### config.mk
export PLATFORM = sky130hd
export DESIGN_NAME = polyphase_seq_ctrl
export DESIGN_NICKNAME = d
export VERILOG_FILES = /design/src/rtl/polyphase_seq_ctrl.sv
export SDC_FILE = /design/constraint.sdc
export NUM_CORES = 1
export LEC_CHECK = 0
export ABC_AREA = 1
export BUFFER_PORTS_ARGS = -buffer_cell sky130_fd_sc_hd__buf_2
export CORE_ASPECT_RATIO = 0.7
export CORE_MARGIN = 5
export CORE_UTILIZATION = 40
export DETAILED_ROUTE_END_ITERATION = 16
export HOLD_SLACK_MARGIN = 0.06
export MAX_ROUTING_LAYER = met4
export PLACE_DENSITY = 0.7
export SKIP_CTS_REPAIR_TIMING = 1
export SLEW_MARGIN = 30
export SYNTH_ARGS = -nofsm -noshare
export SYNTH_HDL_FRONTEND = slang
export SYNTH_SLANG_ARGS = --single-unit
### constraint.sdc
create_clock -name CLK -period 1.6 [get_ports CLK]
set_clock_uncertainty 0.05 [all_clocks]
set_input_delay 0.32 -clock CLK [delete_from_list [all_inputs] [get_ports CLK]]
set_output_delay 0.32 -clock CLK [all_outputs]
set_load 0.02 [all_outputs]
### src/rtl/polyphase_seq_ctrl.sv
// Polyphase decimator sequencing controller.
// Walks the FSM IDLE -> FILL -> RUN -> DRAIN. It produces the delay-line shift
// enable and the downsample strobe, and tracks the polyphase index and frame count.
module polyphase_seq_ctrl #(
  parameter int FW = 8
) (
  input  logic          CLK,
  input  logic          RES,
  input  logic          START,
  input  logic          STOP,
  input  logic [2:0]    M_SEL,
  input  logic          IN_VALID,
  output logic          ENABLE,
  output logic          DS_STB,
  output logic [2:0]    PHASE,
  output logic [1:0]    STATE,
  output logic          BUSY,
  output logic          CFG_ERR,
  output logic [FW-1:0] FRAME_CNT
);

  typedef enum logic [1:0] {
    S_IDLE  = 2'd0,
    S_FILL  = 2'd1,
    S_RUN   = 2'd2,
    S_DRAIN = 2'd3
  } state_e;

  localparam logic [FW-1:0] FRAME_ONE = FW'(1);

  state_e        state_q, state_d;
  logic [2:0]    phase_q, phase_d;
  logic [2:0]    fill_cnt_q, fill_cnt_d;
  logic [FW-1:0] frame_cnt_q, frame_cnt_d;
  logic          cfg_err_q, cfg_err_d;
  logic          busy_q, busy_d;
  logic [3:0]    m_reg_q, m_reg_d;

  logic [3:0]    m_last;
  logic          at_last;
  logic          ds_raw;

  // The last polyphase index is M-1; the downsample strobe fires on a valid sample at that index.
  assign m_last  = m_reg_q - 4'd1;
  assign at_last = ({1'b0, phase_q} == m_last);

  // Next-state logic, and the shift and strobe outputs, which reset forces low.
  always_comb begin
    // NOTE: every signal gets a default before the case, so no path leaves one unassigned and no latch is inferred.
    state_d     = state_q;
    phase_d     = phase_q;
    fill_cnt_d  = fill_cnt_q;
    frame_cnt_d = frame_cnt_q;
    cfg_err_d   = cfg_err_q;
    m_reg_d     = m_reg_q;
    ds_raw      = 1'b0;

    unique case (state_q)
      S_IDLE: begin
        // START together with STOP is ambiguous and is dropped without touching CFG_ERR.
        if (START && !STOP) begin
          if (M_SEL == 3'd0) begin
            cfg_err_d = 1'b1;
          end else begin
            state_d     = S_FILL;
            phase_d     = 3'd0;
            fill_cnt_d  = 3'd0;
            frame_cnt_d = '0;
            cfg_err_d   = 1'b0;
            m_reg_d     = {1'b0, M_SEL} + 4'd1;
          end
        end
      end
      S_FILL: begin
        if (STOP) begin
          state_d = S_IDLE;
        end else if (IN_VALID) begin
          fill_cnt_d = fill_cnt_q + 3'd1;
          if ({1'b0, fill_cnt_d} == m_last) begin
            state_d = S_RUN;
            phase_d = 3'd0;
          end
        end
      end
      default: begin // S_RUN, S_DRAIN
        ds_raw = IN_VALID && at_last;
        if (IN_VALID) phase_d = at_last ? 3'd0 : phase_q + 3'd1;
        if (ds_raw) frame_cnt_d = frame_cnt_q + FRAME_ONE;
        if (state_q == S_RUN) begin
          // A stop exactly on a frame boundary returns straight to IDLE; otherwise the frame drains first.
          if (STOP) state_d = ((phase_q == 3'd0 && !IN_VALID) || ds_raw) ? S_IDLE : S_DRAIN;
        end else if (ds_raw) begin
          state_d = S_IDLE;
        end
      end
    endcase

    if (state_d == S_IDLE) phase_d = 3'd0;
    busy_d = (state_d != S_IDLE);

    ENABLE = !RES && (state_q != S_IDLE) && IN_VALID;
    DS_STB = !RES && ds_raw;
  end

  // State register with synchronous reset.
  always_ff @(posedge CLK) begin
    // NOTE: sequential state uses non-blocking assignments, so every flop samples the pre-edge values.
    if (RES) begin
      state_q     <= S_IDLE;
      phase_q     <= 3'd0;
      fill_cnt_q  <= 3'd0;
      frame_cnt_q <= '0;
      cfg_err_q   <= 1'b0;
      busy_q      <= 1'b0;
      m_reg_q     <= 4'd2;
    end else begin
      state_q     <= state_d;
      phase_q     <= phase_d;
      fill_cnt_q  <= fill_cnt_d;
      frame_cnt_q <= frame_cnt_d;
      cfg_err_q   <= cfg_err_d;
      busy_q      <= busy_d;
      m_reg_q     <= m_reg_d;
    end
  end

  assign PHASE     = phase_q;
  assign STATE     = state_q;
  assign BUSY      = busy_q;
  assign CFG_ERR   = cfg_err_q;
  assign FRAME_CNT = frame_cnt_q;

endmodule

# Yosys cells after proc, flatten, opt, wreduce, memory -nomap -nowiden

Cells that the tools add are included.

Add/sub/neg operators: 5
Mux-type cells: 27
Reductions and logical operators: 26
Eq/ne operators: 9
Bitwise gates (word level): 2

Operators by type and width:

| kind                                                | count |
|---|---|
| two-way mux 3 bit                                   | 9 |
| two-way mux 8 bit                                   | 3 |
| two-way mux 2 bit                                   | 9 |
| one-hot mux 8 bit (2 select lines)                  | 1 |
| one-hot mux 3 bit (2 select lines)                  | 2 |
| inequality test 2 bit, second input constant        | 5 |
| nonzero test 2 bit                                  | 5 |
| adder 8 x 1 -> 8 bit, second input constant         | 1 |
| equality test 3 x 4 -> 1 bit                        | 2 |
| adder 3 x 1 -> 3 bit, second input constant         | 2 |
| logical AND 1 bit                                   | 6 |
| zero test 3 bit                                     | 2 |
| AND reduction 6 bit                                 | 1 |
| AND reduction 5 bit                                 | 1 |
| adder 3 x 1 -> 4 bit, second input constant         | 1 |
| zero test 2 bit                                     | 2 |
| one-hot mux 2 bit (2 select lines)                  | 1 |
| AND reduction 4 bit                                 | 1 |
| OR reduction 2 bit                                  | 2 |
| subtractor 4 x 1 -> 4 bit, second input constant    | 1 |
| zero test 1 bit                                     | 3 |
| AND reduction 3 bit                                 | 1 |
| equality test 2 x 1 -> 1 bit, second input constant | 1 |
| equality test 2 bit, second input constant          | 1 |
| 4 further kinds                                     | 6 |

Register bits: 22
Word-level logic and storage cells: 76
Output and inout bits: 17
Input port bits: 8

# Longest topological paths before layout

Depth in word-level cells: 10
Mapped depth: 14
Gate-level depth less buffers: 14

# Least setup slack after synthesis

Ideal clock, no wire load.

Path type: flip-flop to output port
Start point: reg m_reg_q[0]
End point: out DS_STB
Path slack: -0.325 ns
Path buffers: 0
Cell stages (with the launch flop): 11
Data arrival time: 1.555 ns
Required time: 1.230 ns
Cell sequence: dfxtp_1 > inv_2 > ha_1 > inv_1 > nand2_1 > nand2_1 > nor2_4 > nand3_4 > nor2_4 > nand2_4 > nor2_1

Cells in the longest elaborated chain, start to end: 5

Ends and longest elaborated chain:

| element                      | line | source |
|---|---|---|
| start: declaration           | 37   | `logic [3:0] m_reg_q, m_reg_d;` |
| start signal: assignment     | 123  | `m_reg_q <= m_reg_d;` |
| subtractor 4 x 1 -> 4 bit    | 44   | `assign m_last = m_reg_q - 4'd1;` |
| equality test 3 x 4 -> 1 bit | 45   | `assign at_last = ({1'b0, phase_q} == m_last);` |
| logical AND 1 bit            | 86   | `ds_raw = IN_VALID && at_last;` |
| two-way mux 1 bit            | 58   | `unique case (state_q)` |
| logical AND 1 bit            | 102  | `DS_STB = !RES && ds_raw;` |
| end: declaration             | 14   | `output logic DS_STB,` |

Every way passes these cells.

# Final worst setup path

Ends and elaborated chain as after synthesis.

==> tab_implementation.tex <==
\begin{tabular}{lr}
\hline
Metric & Value \\
\hline
\multicolumn{2}{l}{\textbf{Outcome}} \\
Run status & complete, but fails checks \\
Failing checks & negative setup slack \\
\multicolumn{2}{l}{\textbf{STA}} \\
Final setup vio count & 15 \\
Slew HR & 0.7234 \\
Final number of hold-violating endpoints & 0 \\
Max-slew violation total from the final report & 0 \\
Min Hold Slack & $\sim$0.36 ns \\
Share of the clock period used by the worst path & 1.260 \\
Setup repair after global routing missed its margin & yes \\
Maximum clock rate & a little under 500 MHz \\
Final period demand of the worst path & about 2.0 ns \\
Measured slew at the worst slew-check pin & $\sim$0.41 ns \\
Final worst slack & -0.4156 ns \\
Post-Route Setup TNS & -2.728 ns \\
\multicolumn{2}{l}{\textbf{GRT}} \\
Routing usage on met2 & 0.2367 \\
GRT overflow & 0 \\
Largest net degree at the start of global routing & 13 \\
Antenna violations before repair & 0 \\
Global routing usage on met3 & 0.04011 \\
Total track usage & 0.1570 \\
Most crowded layer after global routing & met2 \\
Met1 demand-to-capacity share in global routing & 0.2117 \\
Via count of the first global-routing pass & 1385 \\
Global-route wire length before repair & 6189 um \\
\multicolumn{2}{l}{\textbf{CTS}} \\
Clock insertion delay at the later pin of the skew report & about 0.26 ns \\
Clock buffer depth & 2 \\
Clk pin slew, worst setup/hold paths & approximately 0.080 ns \\
Clock Sink Count & 22 \\
TritonCTS clock tree & built \\
H-tree levels & 1 \\
Cell chosen for the clock root & clkbuf\_8 \\
Number of buffers inserted during clock tree synthesis & 3 \\
\multicolumn{2}{l}{\textbf{Yosys}} \\
Share of synthesized area occupied by flip-flops and latches & 0.2904 \\
Share of the synthesized area in the top cell type & 0.2904 \\
Synth warn & 0 \\
Cell accounting for the most synthesized area & dfxtp\_1 \\
Most common cell in the netlist & nand2\_1 \\
Post-synth top cells & nand2\_1, inv\_1, dfxtp\_1 \\
Seq cells post-synth & 22 \\
Post-synthesis instance total & 224 \\
Syn nets & roughly 240 \\
Ranking of synthesized cells by area & dfxtp\_1, nand2\_1, inv\_1 \\
Combined area of all synthesized cells & around 1500 sq um \\
Commonest register cell after synthesis & dfxtp\_1 \\
Synthesized area per cell & slightly below 7 sq um \\
Distinct cell type count of the synthesized netlist & 30 \\
Count of flip-flops with a built-in enable after synthesis & 0 \\
Synth async-reset ratio & 0 \\
\multicolumn{2}{l}{\textbf{Final layout}} \\
Area added between synthesis and finish & 40.43\% \\
Number of nets at the end of the flow & 300 \\
Antenna cell count & 0 \\
Final Non-Filler Cells & 334 \\
FILL cells & approximately 330 \\
Fraction of layout cells with a size suffix above 1 & 0.4085 \\
\multicolumn{2}{l}{\textbf{Pwr}} \\
VDD IR-drop max & around 0.42 mV \\
Static Leakage & 1.015 nW \\
Power density normalized to cell area & between 600 and 700 nW/um\^{}2 \\
\multicolumn{2}{l}{\textbf{Setup path}} \\
Critical R2R Capture & PHASE[1] \\
Max Fanout on Critical Path & 3 \\
Category of the most critical setup path & reg -> out \\
CP Data Arrival Time & between 1.5 and 2 ns \\
Startpoint Class & flip-flop \\
Endpoint type of the worst setup path & output port \\
Reg-to-reg setup timing slack & -0.19 ns \\
Worst Path Required & 1.23 ns \\
Launch point of the worst reg-to-reg path & m\_reg\_q[0] \\
Count of cells along the worst register-to-register path & 14 \\
\multicolumn{2}{l}{\textbf{Job}} \\
Number of max-cap violations & 0 \\
\multicolumn{2}{l}{\textbf{Routing}} \\
Vias after detailed routing & 1609 \\
Post-route antenna net violation count & 0 \\
1st-iter DRT viols & 85 \\
Residual DRC & 0 \\
Routed length per instance & between 10 and 15 um \\
Vias per std cell & 4.817 \\
First drt pass iteration count & 4 \\
Total wirelength of the detailed-routed design & approximately 4200 um \\
\multicolumn{2}{l}{\textbf{Floorplan}} \\
Starting density of the core & 0.4235 \\
Placeable core region & approximately 3600 sq um \\
Height of the chip & slightly above 60 um \\
I/O pin count & 25 \\
Die footprint & 5142 sq um \\
Site Rows & 18 \\
Die width & between 80 and 90 um \\
\multicolumn{2}{l}{\textbf{Min path}} \\
Beginning of the worst hold path & RES \\
Min-delay worst type & in -> reg \\
End point of the worst hold path & FRAME\_CNT[6] \\
WHS Path Cells & 2 \\
\multicolumn{2}{l}{\textbf{Placement}} \\
Port bufs & 24 \\
Setup Slack @ Placement & -0.2560 ns \\
Number of placed instances with taps included & around 320 \\
Placer Congestion & $\sim$0.97 \\
Estimated wirelength of the detail-placed design & between 3000 and 4000 um \\
\hline
\end{tabular}
metrics by stage:
step / cell area (sq um) / power [W] / utilization
6_report: 2130 / 0.001377 / 0.5947
5_1_grt: 2130 / 0.001456 / 0.5947
4_1_cts: 1976 / 0.001325 / 0.5517
3_5_place_dp: 1921 / 0.0009216 / 0.5363
3_3_place_gp: 1921 / 0.0009159 / 0.5363
2_1_floorplan: 1550 / 0.0008025 / -
flip-flops by register name, summed over array words and instances, names as in the netlist:
name / cells
m_reg_q: 4
fill_cnt_q: 3
STATE: 2
PHASE: 3
FRAME_CNT: 8
BUSY: 1
CFG_ERR: 1
worst max path at each step:
| stage | start | end | cells after the start |
|---|---|---|---|
| after floorplan | m_reg_q[0] | DS_STB | 10 |
| final | m_reg_q[0] | DS_STB | 11 |
| after CTS | m_reg_q[1] | DS_STB | 11 |
| after global routing | m_reg_q[0] | DS_STB | 12 |
| after detailed placement | m_reg_q[1] | DS_STB | 11 |
| after global placement | m_reg_q[1] | DS_STB | 11 |
cell type report:
class | instances | area, sq um | share of cell area
Sequential cell | 22 | 446.7 | 0.2098
Tap cell | 50 | 62.56 | 0.02938
Timing Repair Buffer | 58 | 384.1 | 0.1804
Clock buffer | 4 | 55.05 | 0.02585
Multi-Input combinational cell | 163 | 1028 | 0.4830
Inverter | 37 | 152.6 | 0.07168
logic make-up after synthesis:
| family | count (synthesis) | synth area share |
|---|---|---|
| flops | 22 | 0.2904 |
| xor+xnor | 6 | 0.03465 |
| fa+ha+maj | 7 | 0.05775 |
| simple gates | 119 | 0.3820 |
| compound gates | 31 | 0.1304 |
| buf+inv | 39 | 0.1048 |
report_power, final:
part	internal [W]	switching, W	total (W)
clock network	0.000219	0.000185	0.000404
registers	0.000564	0.0000123	0.000577
logic	0.000162	0.000234	0.000396
total	0.000946	0.000431	0.00138
per-layer routing:
| layer | vias up | part of all wire |
|---|---|---|
| met5 | - | 0 |
| met4 | 0 | 0.011 |
| met3 | 4 | 0.060 |
| met2 | 40 | 0.46 |
| met1 | 723 | 0.47 |
| li1 | 842 | - |
placed cells by master, fill, tap and decap left out, drive strengths merged:
cell type	n
buf	58
nor2	19
a211oi	4
a21oi	17
xnor2	1
nand4	4
inv	36
o21a	1
xor2	5
nand2	71
clkinvlp	1
ha	7
clkbuf	4
nor4	1
dfxtp	22
a31o	1
nor3	5
nand3	19
o21ai	8
worst max-delay path, cell delays in order, from the launching register on:
cell	delay, ns
dfxtp_2	0.35
inv_4	0.04
ha_4	0.26
inv_2	0.04
nand2_2	0.05
nand2_2	0.05
nor2_4	0.11
nand3_4	0.10
nor2_4	0.12
nand2_4	0.06
nor2_4	0.07
buf_6	0.11
Note: power is estimated with default switching activity, not from simulation.
